<file path="config.mk">
export PLATFORM = sky130hd
export DESIGN_NAME = if_id_stage
export DESIGN_NICKNAME = d
export VERILOG_FILES = /design/src/rtl/if_id_pkg.sv /design/src/rtl/if_id_pc.sv /design/src/rtl/if_id_stage.sv
export SDC_FILE = /design/constraint.sdc
export NUM_CORES = 1
export LEC_CHECK = 0
export BUFFER_PORTS_ARGS = -buffer_cell sky130_fd_sc_hd__buf_4
export CAP_MARGIN = 30
export CORE_AREA = 5 5 137 139
export CTS_BUF_LIST = sky130_fd_sc_hd__clkbuf_16
export CTS_CLUSTER_SIZE = 14
export DETAILED_ROUTE_END_ITERATION = 6
export DIE_AREA = 0 0 142 144
export PLACE_DENSITY = 0.74
export SYNTH_ARGS = -nofsm -noshare
export SYNTH_HDL_FRONTEND = slang
export SYNTH_HIERARCHICAL = 1
export SYNTH_SLANG_ARGS = --single-unit
</file>
<file path="constraint.sdc">
create_clock -name clock -period 8.5 [get_ports clock]
set_input_delay 0.85 -clock clock [delete_from_list [all_inputs] [get_ports clock]]
set_output_delay 0.85 -clock clock [all_outputs]
set_load 0.02 [all_outputs]
</file>
<file path="src/rtl/if_id_pkg.sv">
// Shared pipeline definitions: fetch FSM states, the NOP encoding and the default reset PC.
// ID/EX and later stages import this for NOP insertion and reset PC.
package if_id_pkg;

   typedef enum logic [1:0] {
      ST_IDLE  = 2'd0,
      ST_FETCH = 2'd1,
      ST_HOLD  = 2'd2
   } fetch_state_e;

   localparam logic [31:0] NOP_INSTR        = 32'h0000_0000;
   localparam logic [31:0] RESET_PC_DEFAULT = 32'h0000_3000;

   function automatic logic [31:0] word_align(input logic [31:0] addr);
      return addr & 32'hFFFF_FFFC;
   endfunction

endpackage

</file>
<file path="src/rtl/if_id_pc.sv">
// Program counter with +4 incrementer and next-pc select (redirect / advance / hold).
// The increment wraps modulo 2^32.
module pc_unit
   import if_id_pkg::*;
#(
   parameter logic [31:0] RESET_PC = RESET_PC_DEFAULT
) (
   input  logic        clock,
   input  logic        reset,
   input  logic        redirect,
   input  logic [31:0] redirect_pc,
   input  logic        advance,
   output logic [31:0] pc,
   output logic [31:0] pc_plus4
);

   logic [31:0] pc_next;

   assign pc_plus4 = pc + 32'd4;

   always_comb begin
      pc_next = pc;
      if (redirect)
         pc_next = word_align(redirect_pc);
      else if (advance)
         pc_next = pc_plus4;
   end

   always_ff @(posedge clock or negedge reset) begin
      if (!reset)
         pc <= RESET_PC;
      else
         pc <= pc_next;
   end

endmodule

</file>
<file path="src/rtl/if_id_stage.sv">
// Instruction fetch with request/ready handshake, stall hold buffer and the IF/ID register.
// Redirect from EX overrides stall and discards any in-flight or buffered word.
module if_id_stage
   import if_id_pkg::*;
#(
   parameter logic [31:0] RESET_PC = RESET_PC_DEFAULT,
   parameter logic [31:0] NOP      = NOP_INSTR
) (
   input  logic        clock,
   input  logic        reset,
   input  logic        stall,
   input  logic        redirect,
   input  logic [31:0] redirect_pc,
   output logic        imem_req,
   output logic [31:0] imem_addr,
   input  logic [31:0] imem_rdata,
   input  logic        imem_ready,
   output logic [31:0] IF_ID_pc_add_out,
   output logic [31:0] IF_ID_instr,
   output logic        IF_ID_valid
);

   fetch_state_e state_q, state_d;

   logic [31:0] pc, pc_plus4;
   logic        pc_redirect, pc_advance;
   logic        ld_fetch, ld_bubble, ld_hold, ld_buf, clr_buf;

   logic [31:0] buf_pc_p0, buf_instr_p0;
   logic [31:0] if_id_pc_p1, if_id_instr_p1;
   logic        vld_p1;

   pc_unit #(.RESET_PC(RESET_PC)) u_pc (
      .clock       (clock),
      .reset       (reset),
      .redirect    (pc_redirect),
      .redirect_pc (redirect_pc),
      .advance     (pc_advance),
      .pc          (pc),
      .pc_plus4    (pc_plus4)
   );

   // Address comes straight from the pc register, never from redirect_pc.
   assign imem_addr = pc;

   always_ff @(posedge clock or negedge reset) begin
      if (!reset)
         state_q <= ST_IDLE;
      else
         state_q <= state_d;
   end

   always_comb begin
      state_d     = state_q;
      imem_req    = 1'b0;
      pc_redirect = 1'b0;
      pc_advance  = 1'b0;
      ld_fetch    = 1'b0;
      ld_bubble   = 1'b0;
      ld_hold     = 1'b0;
      ld_buf      = 1'b0;
      clr_buf     = 1'b0;
      case (state_q)
         ST_IDLE: begin
            state_d = ST_FETCH;
         end
         ST_FETCH: begin
            imem_req = 1'b1;
            if (redirect) begin
               pc_redirect = 1'b1;
               ld_bubble   = 1'b1;
               clr_buf     = 1'b1;
            end else if (!stall) begin
               if (imem_ready) begin
                  ld_fetch   = 1'b1;
                  pc_advance = 1'b1;
               end else begin
                  ld_bubble  = 1'b1;
               end
            end else if (imem_ready) begin
               ld_buf  = 1'b1;
               state_d = ST_HOLD;
            end
         end
         ST_HOLD: begin
            if (redirect) begin
               pc_redirect = 1'b1;
               ld_bubble   = 1'b1;
               clr_buf     = 1'b1;
               state_d     = ST_FETCH;
            end else if (!stall) begin
               ld_hold    = 1'b1;
               pc_advance = 1'b1;
               state_d    = ST_FETCH;
            end
         end
         default: begin
            state_d = ST_IDLE;
         end
      endcase
   end

   // Stage p0: word returned while stalled is parked until the stall clears.
   always_ff @(posedge clock or negedge reset) begin
      if (!reset) begin
         buf_pc_p0    <= '0;
         buf_instr_p0 <= '0;
      end else if (clr_buf) begin
         buf_pc_p0    <= '0;
         buf_instr_p0 <= '0;
      end else if (ld_buf) begin
         buf_pc_p0    <= pc_plus4;
         buf_instr_p0 <= imem_rdata;
      end
   end

   // Stage p1: IF/ID register; a bubble keeps the previous pc+4 value.
   always_ff @(posedge clock or negedge reset) begin
      if (!reset) begin
         if_id_pc_p1    <= '0;
         if_id_instr_p1 <= NOP;
         vld_p1         <= 1'b0;
      end else if (ld_bubble) begin
         if_id_instr_p1 <= NOP;
         vld_p1         <= 1'b0;
      end else if (ld_fetch) begin
         if_id_pc_p1    <= pc_plus4;
         if_id_instr_p1 <= imem_rdata;
         vld_p1         <= 1'b1;
      end else if (ld_hold) begin
         if_id_pc_p1    <= buf_pc_p0;
         if_id_instr_p1 <= buf_instr_p0;
         vld_p1         <= 1'b1;
      end
   end

   assign IF_ID_pc_add_out = if_id_pc_p1;
   assign IF_ID_instr      = if_id_instr_p1;
   assign IF_ID_valid      = vld_p1;

endmodule

</file>
; ---- Word level (Yosys, flattened, before mapping)
; Cells that the tools add are included.
[word_totals]
out_inout_bits = 98
elab_cells = 61
inputBits = 69
register_bits = 163
[classes]
n_eq_ne = 6
reduce_logical = 8
n_addsub = 1
muxes = 38
bitwise = 1
[ops]
columns = op, count
row1 = $mux W32, 11
row2 = $add A32 B3 Y32 const B, 1
row3 = $mux W1, 19
row4 = $mux W2, 5
row5 = $ne A2 B2 Y1 const B, 3
row6 = $pmux W2 S3, 1
row7 = $reduce_bool A2 Y1, 3
row8 = $pmux W1 S2, 2
row9 = $reduce_and A4 Y1, 1
row10 = $ne A3 B3 Y1 const B, 1
row11 = $reduce_bool A3 Y1, 1
row12 = $eq A2 B1 Y1 const B, 1
row13 = $eq A2 B2 Y1 const B, 1
row14 = $logic_not A2 Y1, 1
row15 = $reduce_and A2 Y1, 1
row16 = $reduce_or A2 Y1, 1
row17 = $not A1 Y1, 1

; ---- Logic depth before layout (Yosys ltp)
[logic_depth]
ltp_word = 6
ltp_mapped = 11
mapped_depth_nobuf = 9

; ---- By module
; Netlist, hierarchy kept.
[by_module_without_submodules]
columns = mod, seq_area_each_um2, cells_each, instances, area_each_um2
row1 = if_id_stage, 3278.1, 397, 1, 5381.4
row2 = pc_unit, 753.2, 282, 1, 2285.9

; ---- Worst setup path before layout
; No wires, ideal clock.
[synth_path]
path_kind = register to register
start = register state_q[1]
end = register u_pc.pc[17]
required_ns = 8.431
synth_period_minus_slack_ns = 2.985
stages_incl_launch_ff = 12
setup_slack_ns = 5.515
path_buffers = 2
setup_time_ns = 0.069
arrival_ns = 2.916
cell_sequence = dfrtp_1 > inv_1 > ha_1 > buf_2 > and2_1 > clkbuf_1 > o21a_1 > and2_1 > nand4_1 > or4_1 > or4_1 > nand3_1
[synth_via]
elab_cells_between_ends = 7
classes_between = 2 x eq/ne / 3 x mux / 2 x reduce/logical
[synth_lines]
columns = element, line_no
row1 = "start, declared", if_id_stage.sv:23  ; fetch_state_e state_q, state_d;
row2 = "start signal, assigned", if_id_stage.sv:50  ; state_q <= state_d;
row3 = $eq A2 B2 Y1 or $eq A2 B1 Y1 (tied branches), if_id_stage.sv:63  ; case (state_q)
row4 = $pmux W1 S2 (*), if_id_stage.sv:63
row5 = via pc_advance, if_id_stage.sv:26  ; logic pc_redirect, pc_advance;
row6 = $reduce_bool A2 Y1 (no source line) (*), n/a
row7 = "end signal, assigned", if_id_pc.sv:33  ; pc <= pc_next;
row8 = "end, declared", if_id_pc.sv:13  ; output logic [31:0] pc,
; Mark *: on every way through the listed nets, which the timed path passes. The rest lies on a longest branch.
; A chain may end at the register's enable or synchronous reset.

; ---- Final worst setup path
; Ends and elaborated chain as after synthesis.

==> metrics.md <==
| Metric | Value |
|---|---|
| CTS Buf Count | `17` |
| Dominant synthesized flop cell | `dfrtp_1` |
| Final worst path period need | `~4.2 ns` |
| Endpoints failing setup | `0` |
| Final hold violations | `0` |
| Die W | `around 140 µm` |
| Max-slew headroom | `around a quarter` |
| Sequential-to-total area share from yosys stat | `52.6%` |
| Pre-Repair DR Iteration Count | `4` |
| Fin area | `about 9500 µm²` |
| DR iter-0 viols | `402` |
| First-pass GRT wire length | `between 30000 and 40000 µm` |
| Clk_skew | `0.00757 ns` |
| Clock Tree Buf Depth | `2` |
| CTS clk-pin slew, worst paths | `0.06 ns` |
| Worst Setup Path Type | `reg -> reg` |
| HPWL after DPL | `13100 µm` |
| Commonest cells post-synth | `dfrtp_1 (159), a22o_1 (64), and3_1 (36), or3_1 (35), nand2_1 (33)` |
| Max_cap viols | `0` |
| Largest net degree at the start of global routing | `around 80` |
| Post-Route Setup TNS | `0 ns` |
| # rows | `~50` |
| Placed Area | `8930 µm²` |
| Depth of the CTS H-tree | `4` |
| Worst slew pin tran | `1.11 ns` |
| Fraction of layout cells with a size suffix above 1 | `30.0%` |
| # hold bufs at CTS | `0` |
| Post-synthesis register bit count | `approximately 160` |
| Post-synth top area share | `around half` |
| I/O Buffers | `between 150 and 200` |
| Yosys warns | `6` |
| Fmax | `0.237 GHz` |
| GRT Util Overall | `slightly below 20%` |
| Tot Pwr | `about 3.6 mW` |
| Crit path DAT | `~4.6 ns` |
| Total gr overflow | `0` |
| WL final | `approximately 20000 µm` |
| Vias per Instance | `around 5.9` |
| Part of the cycle the worst path needs | `between 40% and 50%` |
| Wire per inst | `about 19 µm` |
| Initial core utilization | `between 40% and 50%` |
| Die H | `about 140 µm` |
| Synthesized area per cell | `11.3 µm²` |
| Most frequent cell after synthesis | `dfrtp_1` |
| Die area | `20400 µm²` |
| Core Region | `between 15000 and 20000 µm²` |
| Crit path capture type | `register` |
| Status | `finished, final reports clean` |
| Post-CTS sizing | `0` |
| FFs w/ async S/R, synth | `100%` |
| CTS Root Cell | `clkbuf_16` |
| CP startpoint kind | `register` |
| Maximum VDD drop | `0.000201 V` |
| Synth Instances | `679` |
| Clk_lat worst skew | `0.42 ns` |
| Worst hold path class | `in -> async` |
| Crit-path max FO | `33` |
| Antenna Nets Post-Route | `0` |
| Netlist cell types | `53` |
| Number of nets in the layout | `878` |
| Vias in the first global route | `5919` |
| Final GP Congestion | `~0.86` |
| Leading post-synthesis cells by cell area | `dfrtp_1 (52%), a22o_1 (7.3%), o221a_2 (4.7%)` |
| Routed vias | `6133` |
| Synthesized area | `between 7000 and 8000 µm²` |
| CTS sink count | `~160` |
| Pwr/cell area | `roughly 380 nW/µm²` |
| Diode count | `0` |
| P_leak | `4.33 nW` |
| Ports | `167` |
| DRC | `0` |
| Biggest area consumer among synthesized cells | `dfrtp_1` |
| Setup ws final | `4.28 ns` |
| Slew Viols, Final | `0` |
| CP Data Required Time | `approximately 9 ns` |
| Number of synthesized flops with an enable pin | `0` |
| Area Growth Syn to Fin | `24.1%` |
| Pre-CTS setup slack | `between 4 and 5 ns` |
| Final Util | `a little over half` |
| CTS tree | `built` |
| Initial antenna violation count | `0` |
| RSZ-0062 raised after global routing | `no` |
| Post-CTS Setup Bufs | `0` |
layer usage:
metal	track usage, %	up-vias	wire (µm)
met5	0	-	0
met4	5.25	0	133
met3	5.03	14	1720
met2	30.2	254	9510
met1	28.0	3003	8710
li1	-	2862	-
metrics by stage:
step	std cells	hold slack, ns
6_report	1047	0.449
5_1_grt	1047	0.512
4_1_cts	1047	0.491
3_5_place_dp	1015	0.483
3_3_place_gp	1013	0.482
2_1_floorplan	682	0.466
kinds of logic after synthesis:
logic type	count (synthesis)	synth area share (%)
AOI/OAI and AO/OA	186	21.2
xor gates and xnor gates	40	4.57
adders and majority gates	4	0.653
buffers and inverters	74	4.90
DFF	161	52.6
muxes	1	0.131
other	1	0.0489
and+or+nand+nor	212	15.9
critical path, stage by stage, from the launching register on:
cell and delay [ns]:
dfrtp_1 0.40, inv_1 0.08, ha_1 0.37, and2_1 0.92, o21a_1 0.22, and2_1 0.59
nand4_1 0.45, or4_1 0.60, or4_1 0.42, nand3_1 0.09
flip-flops by register name (all words and copies together) (netlist names):
name              flops
buf_pc_p0            32
buf_instr_p0         32
IF_ID_instr          32
IF_ID_valid           1
IF_ID_pc_add_out     32
state_q               2
u_pc/pc              30
where the power goes:
group | internal (mW) | switching (mW)
logic | 0.653 | 0.781
clock network | 0.454 | 0.301
registers | 1.07 | 0.309
path summary, 6_finish.rpt:
kind | from | end | slack, ns | cells after the start
setup / recovery | state_q[1] | u_pc/pc[17] | 4.28 | 9
hold / removal | reset | u_pc/pc[22] | 0.45 | 1
setup reg to reg | state_q[1] | u_pc/pc[17] | 4.28 | 9
hold reg to reg | buf_instr_p0[24] | buf_instr_p0[24] | 0.50 | 1
max in group asynchronous | reset | u_pc/pc[12] | 6.66 | 3
min in group clock | buf_instr_p0[24] | buf_instr_p0[24] | 0.50 | 1
cells in the final DEF, fill, tap and decap left out, types with 2 or more instances in the layout:
cell type / count
xnor2_1: 26
dfrtp_1: 159
clkinv_2: 4
ha_1: 4
inv_1: 9
and4_1: 9
and3_1: 36
nor3_1: 7
and2_1: 4
a21oi_1: 2
or3_1: 35
a22o_1: 64
o31ai_1: 10
xor2_1: 14
nand2_1: 33
dfstp_2: 2
bufinv_16: 3
a221o_1: 32
buf_4: 169
a31oi_1: 13
nor2_1: 23
o21ai_0: 19
nand4_1: 15
nand2b_1: 3
clkinvlp_4: 2
conb_1: 4
a2bb2oi_1: 2
o221a_2: 32
o21a_1: 2
nand3_1: 22
clkbuf_16: 17
or4_1: 14
clkinv_1: 2
final cells by class:
cell class                      count  area (µm²)
Fill cell                        1565        8020
Sequential cell                   161        4030
Multi-Input combinational cell    447        3280
Timing Repair Buffer              172        1320
Clock buffer                       17         425
Tap cell                          229         287
Clock inverter                     15         153
Inverter                            6        22.5
(Power assumes the default switching activity.)
